`config.mk`:
```
export PLATFORM = sky130hd
export DESIGN_NAME = alu_pipe
export DESIGN_NICKNAME = d
export VERILOG_FILES = /design/src/rtl/alu_pkg.sv /design/src/rtl/alu_comb.sv /design/src/rtl/alu_pipe.sv
export SDC_FILE = /design/constraint.sdc
export NUM_CORES = 1
export LEC_CHECK = 0
export ABC_CLOCK_PERIOD_IN_PS = 5200
export CAP_MARGIN = 20
export CORE_UTILIZATION = 60
export CTS_BUF_LIST = sky130_fd_sc_hd__clkbuf_4 sky130_fd_sc_hd__clkbuf_8
export CTS_CLUSTER_SIZE = 24
export DETAILED_ROUTE_END_ITERATION = 10
export GPL_ROUTABILITY_DRIVEN = 0
export HOLD_SLACK_MARGIN = 0.12
export MAX_ROUTING_LAYER = met4
export PLACE_DENSITY = 0.88
export SYNTH_ARGS = -nofsm -noshare
export SYNTH_HDL_FRONTEND = slang
export SYNTH_SLANG_ARGS = --single-unit
```
`constraint.sdc`:
```
create_clock -name iClock -period 5.2 [get_ports iClock]
set_input_delay 1.56 -clock iClock [delete_from_list [all_inputs] [get_ports iClock]]
set_output_delay 1.56 -clock iClock [all_outputs]
set_load 0.01 [all_outputs]
```
`src/rtl/alu_pkg.sv`:
```
`default_nettype none
//==============================================================================
// Module      : alu_pkg
// Description : Shared opcode encoding and default sizes for the ALU pipeline.
// Revision    : 1.0 - initial release
//==============================================================================
package alu_pkg;

    // Default datapath and opcode-select widths
    localparam int ALU_WIDTH_DEF = 8;
    localparam int ALU_OPW_DEF   = 6;

    // Opcode set. Values are plain integers so that the decoder can compare
    // against a zero-extended select of any width OPW up to 32.
    localparam int unsigned OP_LDA   = 32'h00;
    localparam int unsigned OP_LDB   = 32'h01;
    localparam int unsigned OP_LDCA  = 32'h02;
    localparam int unsigned OP_LDCB  = 32'h03;
    localparam int unsigned OP_STA   = 32'h04;
    localparam int unsigned OP_STB   = 32'h05;
    localparam int unsigned OP_ADDA  = 32'h06;
    localparam int unsigned OP_ADDB  = 32'h07;
    localparam int unsigned OP_ADDCA = 32'h08;
    localparam int unsigned OP_ADDCB = 32'h09;
    localparam int unsigned OP_SUBA  = 32'h0A;
    localparam int unsigned OP_SUBB  = 32'h0B;
    localparam int unsigned OP_SUBCA = 32'h0C;
    localparam int unsigned OP_SUBCB = 32'h0D;
    localparam int unsigned OP_ANDA  = 32'h0E;
    localparam int unsigned OP_ANDB  = 32'h0F;
    localparam int unsigned OP_ANDCA = 32'h10;
    localparam int unsigned OP_ANDCB = 32'h11;
    localparam int unsigned OP_ORA   = 32'h12;
    localparam int unsigned OP_ORB   = 32'h13;
    localparam int unsigned OP_ORCA  = 32'h14;
    localparam int unsigned OP_ORCB  = 32'h15;
    localparam int unsigned OP_ASLA  = 32'h16;
    localparam int unsigned OP_ASRA  = 32'h17;
    localparam int unsigned OP_JMP   = 32'h18;
    localparam int unsigned OP_BAEQ  = 32'h19;
    localparam int unsigned OP_BANE  = 32'h1A;
    localparam int unsigned OP_BACS  = 32'h1B;
    localparam int unsigned OP_BACC  = 32'h1C;
    localparam int unsigned OP_BAMI  = 32'h1D;
    localparam int unsigned OP_BAPL  = 32'h1E;
    localparam int unsigned OP_BBEQ  = 32'h1F;
    localparam int unsigned OP_BBNE  = 32'h20;
    localparam int unsigned OP_BBCS  = 32'h21;
    localparam int unsigned OP_BBCC  = 32'h22;
    localparam int unsigned OP_BBMI  = 32'h23;
    localparam int unsigned OP_BBPL  = 32'h24;

endpackage : alu_pkg
`default_nettype wire

```
`src/rtl/alu_comb.sv`:
```
`default_nettype none
//==============================================================================
// Module      : alu_comb
// Description : Purely combinational ALU core: next result, carry/borrow
//               outputs with their write enables, and branch condition.
// Revision    : 1.0 - initial release
//==============================================================================
module alu_comb
    import alu_pkg::*;
#(
    parameter int WIDTH = ALU_WIDTH_DEF,
    parameter int OPW   = ALU_OPW_DEF
) (
    input  logic [OPW-1:0]   i_op,
    input  logic [WIDTH-1:0] i_oper1,
    input  logic [WIDTH-1:0] i_oper2,
    input  logic             i_bca,
    input  logic             i_bcb,
    output logic [WIDTH-1:0] o_data,
    output logic             o_bca_we,
    output logic             o_bca,
    output logic             o_bcb_we,
    output logic             o_bcb,
    output logic             o_branch
);

    // Extended-width arithmetic: the top bit is the carry (add) or borrow (sub)
    logic [WIDTH:0] w_sum;
    logic [WIDTH:0] w_dif12;
    logic [WIDTH:0] w_dif21;
    logic           w_msb1;
    logic           w_is_zero1;

    assign w_sum      = {1'b0, i_oper1} + {1'b0, i_oper2};
    assign w_dif12    = {1'b0, i_oper1} - {1'b0, i_oper2};
    assign w_dif21    = {1'b0, i_oper2} - {1'b0, i_oper1};
    assign w_msb1     = i_oper1[WIDTH-1];
    assign w_is_zero1 = (i_oper1 == '0);

    // Opcode decode; branch results are the condition zero-extended to WIDTH
    always_comb begin
        o_data   = '0;
        o_bca_we = 1'b0;
        o_bca    = 1'b0;
        o_bcb_we = 1'b0;
        o_bcb    = 1'b0;
        o_branch = 1'b0;
        case (32'(i_op))
            OP_LDA, OP_LDB, OP_LDCA, OP_LDCB: o_data = i_oper2;
            OP_STA, OP_STB:                   o_data = i_oper1;
            OP_ADDA, OP_ADDCA: begin
                o_data   = w_sum[WIDTH-1:0];
                o_bca_we = 1'b1;
                o_bca    = w_sum[WIDTH];
            end
            OP_ADDB, OP_ADDCB: begin
                o_data   = w_sum[WIDTH-1:0];
                o_bcb_we = 1'b1;
                o_bcb    = w_sum[WIDTH];
            end
            OP_SUBA, OP_SUBCA: begin
                o_data   = w_dif12[WIDTH-1:0];
                o_bca_we = 1'b1;
                o_bca    = w_dif12[WIDTH];
            end
            OP_SUBB, OP_SUBCB: begin
                o_data   = w_dif21[WIDTH-1:0];
                o_bcb_we = 1'b1;
                o_bcb    = w_dif21[WIDTH];
            end
            OP_ANDA, OP_ANDB, OP_ANDCA, OP_ANDCB: o_data = i_oper1 & i_oper2;
            OP_ORA, OP_ORB, OP_ORCA, OP_ORCB:     o_data = i_oper1 | i_oper2;
            OP_ASLA: begin
                o_data   = {i_oper1[WIDTH-2:0], 1'b0};
                o_bca_we = 1'b1;
                o_bca    = w_msb1;
            end
            OP_ASRA: begin
                o_data   = {w_msb1, i_oper1[WIDTH-1:1]};
                o_bca_we = 1'b1;
                o_bca    = i_oper1[0];
            end
            OP_JMP:             o_branch = 1'b1;
            OP_BAEQ, OP_BBEQ: begin o_branch = w_is_zero1;  o_data = WIDTH'(w_is_zero1);  end
            OP_BANE, OP_BBNE: begin o_branch = !w_is_zero1; o_data = WIDTH'(!w_is_zero1); end
            OP_BAMI, OP_BBMI: begin o_branch = w_msb1;      o_data = WIDTH'(w_msb1);      end
            OP_BAPL, OP_BBPL: begin o_branch = !w_msb1;     o_data = WIDTH'(!w_msb1);     end
            OP_BACS:          begin o_branch = i_bca;       o_data = WIDTH'(i_bca);       end
            OP_BACC:          begin o_branch = !i_bca;      o_data = WIDTH'(!i_bca);      end
            OP_BBCS:          begin o_branch = i_bcb;       o_data = WIDTH'(i_bcb);       end
            OP_BBCC:          begin o_branch = !i_bcb;      o_data = WIDTH'(!i_bcb);      end
            default:            o_data = '0;
        endcase
    end

endmodule : alu_comb
`default_nettype wire

```
`src/rtl/alu_pipe.sv`:
```
`default_nettype none
//==============================================================================
// Module      : alu_pipe
// Description : Single-stage ALU with valid/ready handshake, registered
//               result/status outputs and architectural carry flags A/B.
// Revision    : 1.0 - initial release
//==============================================================================
module alu_pipe
    import alu_pkg::*;
#(
    parameter int WIDTH = ALU_WIDTH_DEF,
    parameter int OPW   = ALU_OPW_DEF
) (
    input  logic             iClock,
    input  logic             iReset,
    input  logic             iValid,
    output logic             oReady,
    input  logic [OPW-1:0]   iAluInstSel,
    input  logic [WIDTH-1:0] iAluOper1,
    input  logic [WIDTH-1:0] iAluOper2,
    output logic             oValid,
    input  logic             iReady,
    output logic [WIDTH-1:0] oAluData,
    output logic             oZero,
    output logic             oNeg,
    output logic             oBCA,
    output logic             oBCB,
    output logic             oBranchTaken
);

    logic             r_valid;
    logic [WIDTH-1:0] r_data;
    logic             r_zero;
    logic             r_neg;
    logic             r_branch;
    logic             r_bca;
    logic             r_bcb;

    logic [WIDTH-1:0] w_data;
    logic             w_bca_we;
    logic             w_bca;
    logic             w_bcb_we;
    logic             w_bcb;
    logic             w_branch;
    logic             w_accept;

    // The output slot frees up when empty or when the current result is taken
    assign oReady   = !r_valid || iReady;
    assign w_accept = iValid && oReady;

    // Branches read the committed flags, so the previous accept is visible
    alu_comb #(
        .WIDTH (WIDTH),
        .OPW   (OPW)
    ) u_alu_comb (
        .i_op     (iAluInstSel),
        .i_oper1  (iAluOper1),
        .i_oper2  (iAluOper2),
        .i_bca    (r_bca),
        .i_bcb    (r_bcb),
        .o_data   (w_data),
        .o_bca_we (w_bca_we),
        .o_bca    (w_bca),
        .o_bcb_we (w_bcb_we),
        .o_bcb    (w_bcb),
        .o_branch (w_branch)
    );

    // Result and flag registers: load on accept, drain when taken, else hold
    always_ff @(posedge iClock or posedge iReset) begin
        if (iReset) begin
            r_valid  <= 1'b0;
            r_data   <= '0;
            r_zero   <= 1'b0;
            r_neg    <= 1'b0;
            r_branch <= 1'b0;
            r_bca    <= 1'b0;
            r_bcb    <= 1'b0;
        end else if (w_accept) begin
            r_valid  <= 1'b1;
            r_data   <= w_data;
            r_zero   <= (w_data == '0);
            r_neg    <= w_data[WIDTH-1];
            r_branch <= w_branch;
            if (w_bca_we) r_bca <= w_bca;
            if (w_bcb_we) r_bcb <= w_bcb;
        end else if (iReady) begin
            r_valid  <= 1'b0;
        end
    end

    assign oValid       = r_valid;
    assign oAluData     = r_data;
    assign oZero        = r_zero;
    assign oNeg         = r_neg;
    assign oBranchTaken = r_branch;
    assign oBCA         = r_bca;
    assign oBCB         = r_bcb;

endmodule : alu_pipe
`default_nettype wire

```
==> results.json, run 1 <==
{
  "first_global_vias": 2377,
  "fill_cells": 325,
  "holdBufCountCts": 0,
  "worstSkewPairLatency_ps": 240,
  "yosysSeqAreaShare": 0.129,
  "clock_skew_ps": 0.406,
  "ys.flop_type": "dfrtp_1",
  "ir_drop_mv": 0.0760,
  "synth_edf_count": 0,
  "tritoncts": "done",
  "setup_viol": 0,
  "seqCellArea_um2": 325,
  "syn-mean-instance-area_um2": 8.06,
  "ys_types": 78,
  "viasPerCell": 6.72,
  "detail-route-antenna-nets": 0,
  "hpwlAfterDp_um": 5550,
  "antenna_found_initial": 0,
  "slew_violations": 0,
  "critPathRequiredTime_ps": 5350,
  "drc": 0,
  "worst_pin_slew_ps": 890,
  "core_area_um2": 4000,
  "tns_ps": 0,
  "cp_slowest_cell": "clkdlybuf4s50_1",
  "crit_chain": "clkdlybuf4s50_1 > inv_1 > ha_1 > a21oi_1 > o22ai_2 > o41a_1 > a221o_1 > a211oi_2 > nand3_1 > o31ai_2",
  "cts_inserted_buffers": 3,
  "clock_path_buffers": 2,
  "cts_max_level": 1,
  "hold_ws_ps": 469,
  "hold_viol_final": 0,
  "layout-drive-gt1-share": 0.0796,
  "num_antenna_cells": 0,
  "grt_start_max_net_pins": 21,
  "status": "completed",
  "multi_input_area_um2": 1940,
  "io_pins": 41,
  "p_leak_uw": 0.00123,
  "critPathBufInv": 2,
  "areaGrowthSynthToFinish_pct": 15.1,
  "ys_ff_latch": 13,
  "clk_pin_slew_worst_paths_ps": 50,
  "num_rows": 23,
  "cts.sinks": 13,
  "start_util": 0.629,
  "maxCapViolations": 0,
  "layout_worst_path_cycle_share": 0.840,
  "first_pass_iters": 6,
  "powerDensity_nw_per_um2": 168,
  "via_count": 2615,
  "post_cts_resized": 0,
  "cpPeakStageDelay_ps": 640,
  "wire_per_inst_um": 18.2,
  "critPathCaptureType": "flip-flop",
  "post_cts_buffers": 0,
  "die_w_um": 66.7,
  "path_max_fanout": 8,
  "slew_headroom": 0.398,
  "crit_type": "in -> reg",
  "syn_area_um2": 2510,
  "route.final.wire_length_um": 7090,
  "start_kind": "primary input",
  "hp-class": "reg -> reg",
  "die_area_um2": 4450,
  "max_clock_freq_mhz": 229,
  "drt_iter0_drc": 284,
  "synth_cells": 312,
  "arrival_ps": 4520,
  "grt-ovfl-total": 0,
  "nets": 401,
  "rsz0062_at_grt": "no",
  "period_needed_ps": 4370,
  "critical_path.top_delay_family": "compound AO/OA/AOI/OAI gates",
  "async_flop_share": 1.00,
  "track_usage": 0.351,
  "synthesis.nets": 373,
  "die_h_um": 66.7,
  "io_buffers": 40,
  "clock-root-buffer": "clkbuf_8",
  "yosysWarnings": 0,
  "grt_first_pass_wirelength_um": 11600
}
[logic make-up (layout without fill, tap and decap cells)]
logic type	after synthesis	in the layout	share of synthesized area
AO/OA/AOI/OAI	104	104	0.309
flip-flops	13	13	0.129
multiplexers	8	8	0.0333
buffers and inverters	47	74	0.0985
adder cells (fa/ha/maj)	35	35	0.183
AND/OR/NAND/NOR	101	101	0.229
XOR/XNOR	4	4	0.0169
[where the power goes]
part | leakage [µW] | internal (µW) | switching (µW)
Combinational | 0.00104 | 121 | 143
Sequential | 0.000163 | 118 | 9.97
Clock | 0.0000262 | 59.2 | 34.3
[synth_stat cells (3+ instances only)]
cell type,number,share of area
ha_1,32,0.16
inv_1,29,0.043
nor2_1,19,0.028
a21oi_1,18,0.036
nand2_1,18,0.027
dfrtp_1,13,0.13
o21ai_0,13,0.026
nor3_1,12,0.024
a221oi_1,6,0.021
a211oi_1,5,0.015
buf_4,5,0.015
buf_6,5,0.022
mux2i_1,5,0.020
nor2b_1,5,0.012
nor4_1,5,0.012
a22oi_1,4,0.012
buf_2,4,0.0080
nand2b_1,4,0.0099
nand3_1,4,0.0080
nand4b_1,4,0.014
o21ai_1,4,0.0080
o21bai_1,4,0.012
o221ai_1,4,0.014
or3_1,4,0.0099
a222oi_1,3,0.012
a2bb2oi_1,3,0.010
and2_1,3,0.0075
clkbuf_1,3,0.0045
fa_1,3,0.024
mux2_2,3,0.013
nand3b_1,3,0.0090
o31ai_1,3,0.0090
[sequential cells by signal, summed over array words and instances (netlist names)]
| name | flops |
|---|---|
| oBranchTaken | 1 |
| oAluData | 8 |
| oValid | 1 |
| oBCA | 1 |
| oZero | 1 |
| oBCB | 1 |
[path summary, 6_finish.rpt]
check	startpoint	end	slack (ps)	cells past startpoint
min in group asynchronous	iReset	oAluData[4]	1630	2
max	iAluOper1[1]	oZero	830	10
min	oAluData[0]	oAluData[0]	470	2
max reg2reg	oValid	oZero	3130	7
min reg2reg	oAluData[0]	oAluData[0]	470	2
max in group asynchronous	iReset	oAluData[0]	3250	2
[through the flow]
step	area (µm²)	utilization	instances	total power [µW]	worst slack [ps]
6_report	2900	0.724	389	487	830
5_1_grt	2900	0.724	389	519	635
2_1_floorplan	2510	-	312	295	1640
3_5_place_dp	2850	0.712	385	388	635
3_3_place_gp	2850	0.712	385	384	763
4_1_cts	2900	0.724	389	482	888
[routing by layer]
layer | track usage | up-vias | wire length [µm]
li1 | - | 1223 | -
met3 | 0.0565 | 28 | 765
met5 | - | - | 0
met2 | 0.519 | 180 | 3210
met1 | 0.460 | 1184 | 2880
met4 | 0.176 | 0 | 233
[layout make-up]
cell class,count,share of cell area
Tap cell,50,0.0216
Clock buffer,4,0.0169
Sequential cell,13,0.112
Timing Repair Buffer,41,0.141
Inverter,29,0.0376
Multi-Input combinational cell,252,0.671
[worst reg2reg max path: cells and delay by family, from the launching register on]
| family | cells | cell delay [ps] |
|---|---|---|
| DFF | 1 | 370 |
| AOI/OAI and AO/OA | 4 | 900 |
| and+or+nand+nor | 3 | 710 |
[placed cells by master, fill, tap and decap left out, drive strengths merged, types with 5 or more instances in the layout]
master,count
a211oi,6
a21oi,21
a221oi,6
clkdlybuf4s50,40
dfrtp,13
ha,32
inv,29
mux2i,5
nand2,19
nor2,19
nor2b,5
nor3,12
nor4,5
o21ai,18
(Power assumes the default switching activity.)
==> run 2: changes to the inputs <==
Settings changed: ABC_CLOCK_PERIOD_IN_PS 5200 to 3700, CORE_UTILIZATION 60 to 51, PLACE_DENSITY 0.88 to 0.8.
Clock period 5.2 ns to 3.7 ns, I/O delays scaled along.
==> run 2 against run 1 <==
  * Final cell count increased by 17%
  * Clock skew grew 3.4 ps
  * Register-to-register slack worse by 1300 ps
  * Total power is 53% higher
  * Die area grew 17%
  * Critical path type unchanged
  * Largest cell class unchanged
==> results.json, run 2 (same netlist as run 1, synthesis figures left out) <==
{
  "rr_startpoint": "oValid",
  "grt_start_max_net_pins": 31,
  "final_common_cell": "buf_4",
  "cts_max_level": 1,
  "crit_type": "in -> reg",
  "worstSkewPairLatency_ps": 240,
  "wire_per_inst_um": 16.6,
  "detail-route-antenna-nets": 0,
  "hp-class": "reg -> reg",
  "hold_viol_final": 0,
  "status": "completed",
  "grt_first_pass_wirelength_um": 12500,
  "max_clock_freq_mhz": 281,
  "busiest_layer": "met2",
  "fin_ws_ps": 141,
  "reg2reg_depth": 8,
  "postPlaceCellArea_um2": 3280,
  "areaGrowthSynthToFinish_pct": 32.4,
  "crit_path_frequent_cell": "inv_1",
  "critPathLaunch": "iAluOper1[0]",
  "setup_viol": 0,
  "viasPerCell": 6.18,
  "ir_drop_mv": 0.153,
  "nets": 452,
  "antenna_found_initial": 0,
  "clock_skew_ps": 3.77,
  "drt_iter0_drc": 268,
  "layout_worst_path_cycle_share": 0.962,
  "die_h_um": 72.2,
  "cts_inserted_buffers": 3,
  "grt-ovfl-total": 0,
  "first_pass_iters": 6,
  "clock_path_buffers": 2,
  "crit_chain": "clkdlybuf4s50_1 > inv_1 > ha_1 > fa_1 > inv_1 > a222oi_1 > nand4b_1 > nor3_1 > nand4_1 > o31ai_2",
  "route.final.wire_length_um": 7590,
  "die_area_um2": 5220,
  "final_cells": 457,
  "num_antenna_cells": 0,
  "tritoncts": "done",
  "clk_pin_slew_worst_paths_ps": 50,
  "use_met2": 0.522,
  "holdBufCountCts": 0,
  "postLayoutCellArea_um2": 3330,
  "layout-drive-gt1-share": 0.203,
  "period_needed_ps": 3560,
  "critPathBufInv": 3,
  "die_w_um": 72.2,
  "path_max_fanout": 4,
  "globalRouteMet1Util": 0.384,
  "rrSetupSlack_ps": 1790,
  "grtUsageMet3": 0.0278,
  "start_kind": "primary input",
  "rr_endpoint": "oZero",
  "track_usage": 0.313,
  "crit_cells": 10,
  "clock-root-buffer": "clkbuf_8",
  "dp_cells": 453,
  "p_leak_uw": 0.00148,
  "worst_pin_slew_ps": 604,
  "arrival_ps": 3720,
  "cts.sinks": 13,
  "dp_slack_ps": -126,
  "critical_path.top_delay_family": "adder cells",
  "critPathRequiredTime_ps": 3860,
  "cpPeakStageDelay_ps": 530,
  "rsz0062_at_grt": "no",
  "crit_end": "oZero",
  "io_buffers": 40,
  "num_rows": 25,
  "critPathCaptureType": "flip-flop",
  "final_cell_mix": "buf_4 (50), clkdlybuf4s50_1 (40), ha_1 (32)",
  "hpwlAfterDp_um": 6180,
  "io_pins": 41,
  "via_count": 2823,
  "drc": 0,
  "maxCapViolations": 0,
  "largest_register_ffs": 8,
  "powerDensity_nw_per_um2": 224,
  "first_global_vias": 2677,
  "core_area_um2": 4720,
  "post_cts_buffers": 0,
  "cp_slowest_cell": "clkdlybuf4s50_1",
  "slew_violations": 0,
  "start_util": 0.532,
  "slew_headroom": 0.592
}
-- run 2: cell count changes in the layout (fill, tap and decap cells not counted), sizes merged --
cell	previous run	this run
buf	1	52
-- run 2: metal layers --
metal	vias to the layer above	share of wire
met4	0	0.039
met1	1268	0.39
met2	201	0.47
met3	38	0.10
li1	1316	-
met5	-	0
-- run 2: worst min-delay path by stage --
stage | startpoint | to | slack, ps | cells past startpoint
2_1_floorplan | oAluData[0] | oAluData[0] | 510 | 2
3_3_place_gp | oAluData[0] | oAluData[0] | 460 | 2
3_5_place_dp | oAluData[0] | oAluData[0] | 480 | 2
4_1_cts | oAluData[0] | oAluData[0] | 490 | 2
5_1_grt | oAluData[0] | oAluData[0] | 520 | 2
6_report | oAluData[0] | oAluData[0] | 480 | 2
-- run 2: per-stage QoR --
| stage | total power (µW) | TNS [ps] | hold WS [ps] | utilization |
|---|---|---|---|---|
| floorplan | 415 | 0 | 512 | - |
| global placement | 593 | -8.88 | 462 | 0.694 |
| detailed placement | 605 | -190 | 479 | 0.694 |
| CTS | 739 | 0 | 491 | 0.704 |
| global route | 791 | 0 | 516 | 0.705 |
| finish | 745 | 0 | 485 | 0.705 |
-- run 2: worst reg2reg max path, stage by stage (launching register included) --
cell and delay (ps):
dfrtp_1 370, nand2b_1 140, and2_1 220, o221a_1 200
o211ai_1 100, a221oi_1 250, buf_4 190, nand4_1 100
o31ai_2 240
-- run 2: where the power goes --
| group | leakage [µW] | switching (µW) | internal (µW) |
|---|---|---|---|
| sequential | 0.000163 | 15.2 | 166 |
| clock | 0.0000262 | 49.1 | 83.3 |
| combinational | 0.00129 | 213 | 218 |
-- run 2: area by class of cell --
class	instances	area [µm²]
Multi-Input combinational cell	252	1950
Fill cell	399	1390
Timing Repair Buffer	92	816
Sequential cell	13	325
Inverter	29	109
Tap cell	67	83.8
Clock buffer	4	48.8
-- run 2: timing repair --
action,4_1_cts,5_1_grt
resized for setup,0,1
hold endpoints to repair,0,0
setup endpoints to repair,0,1
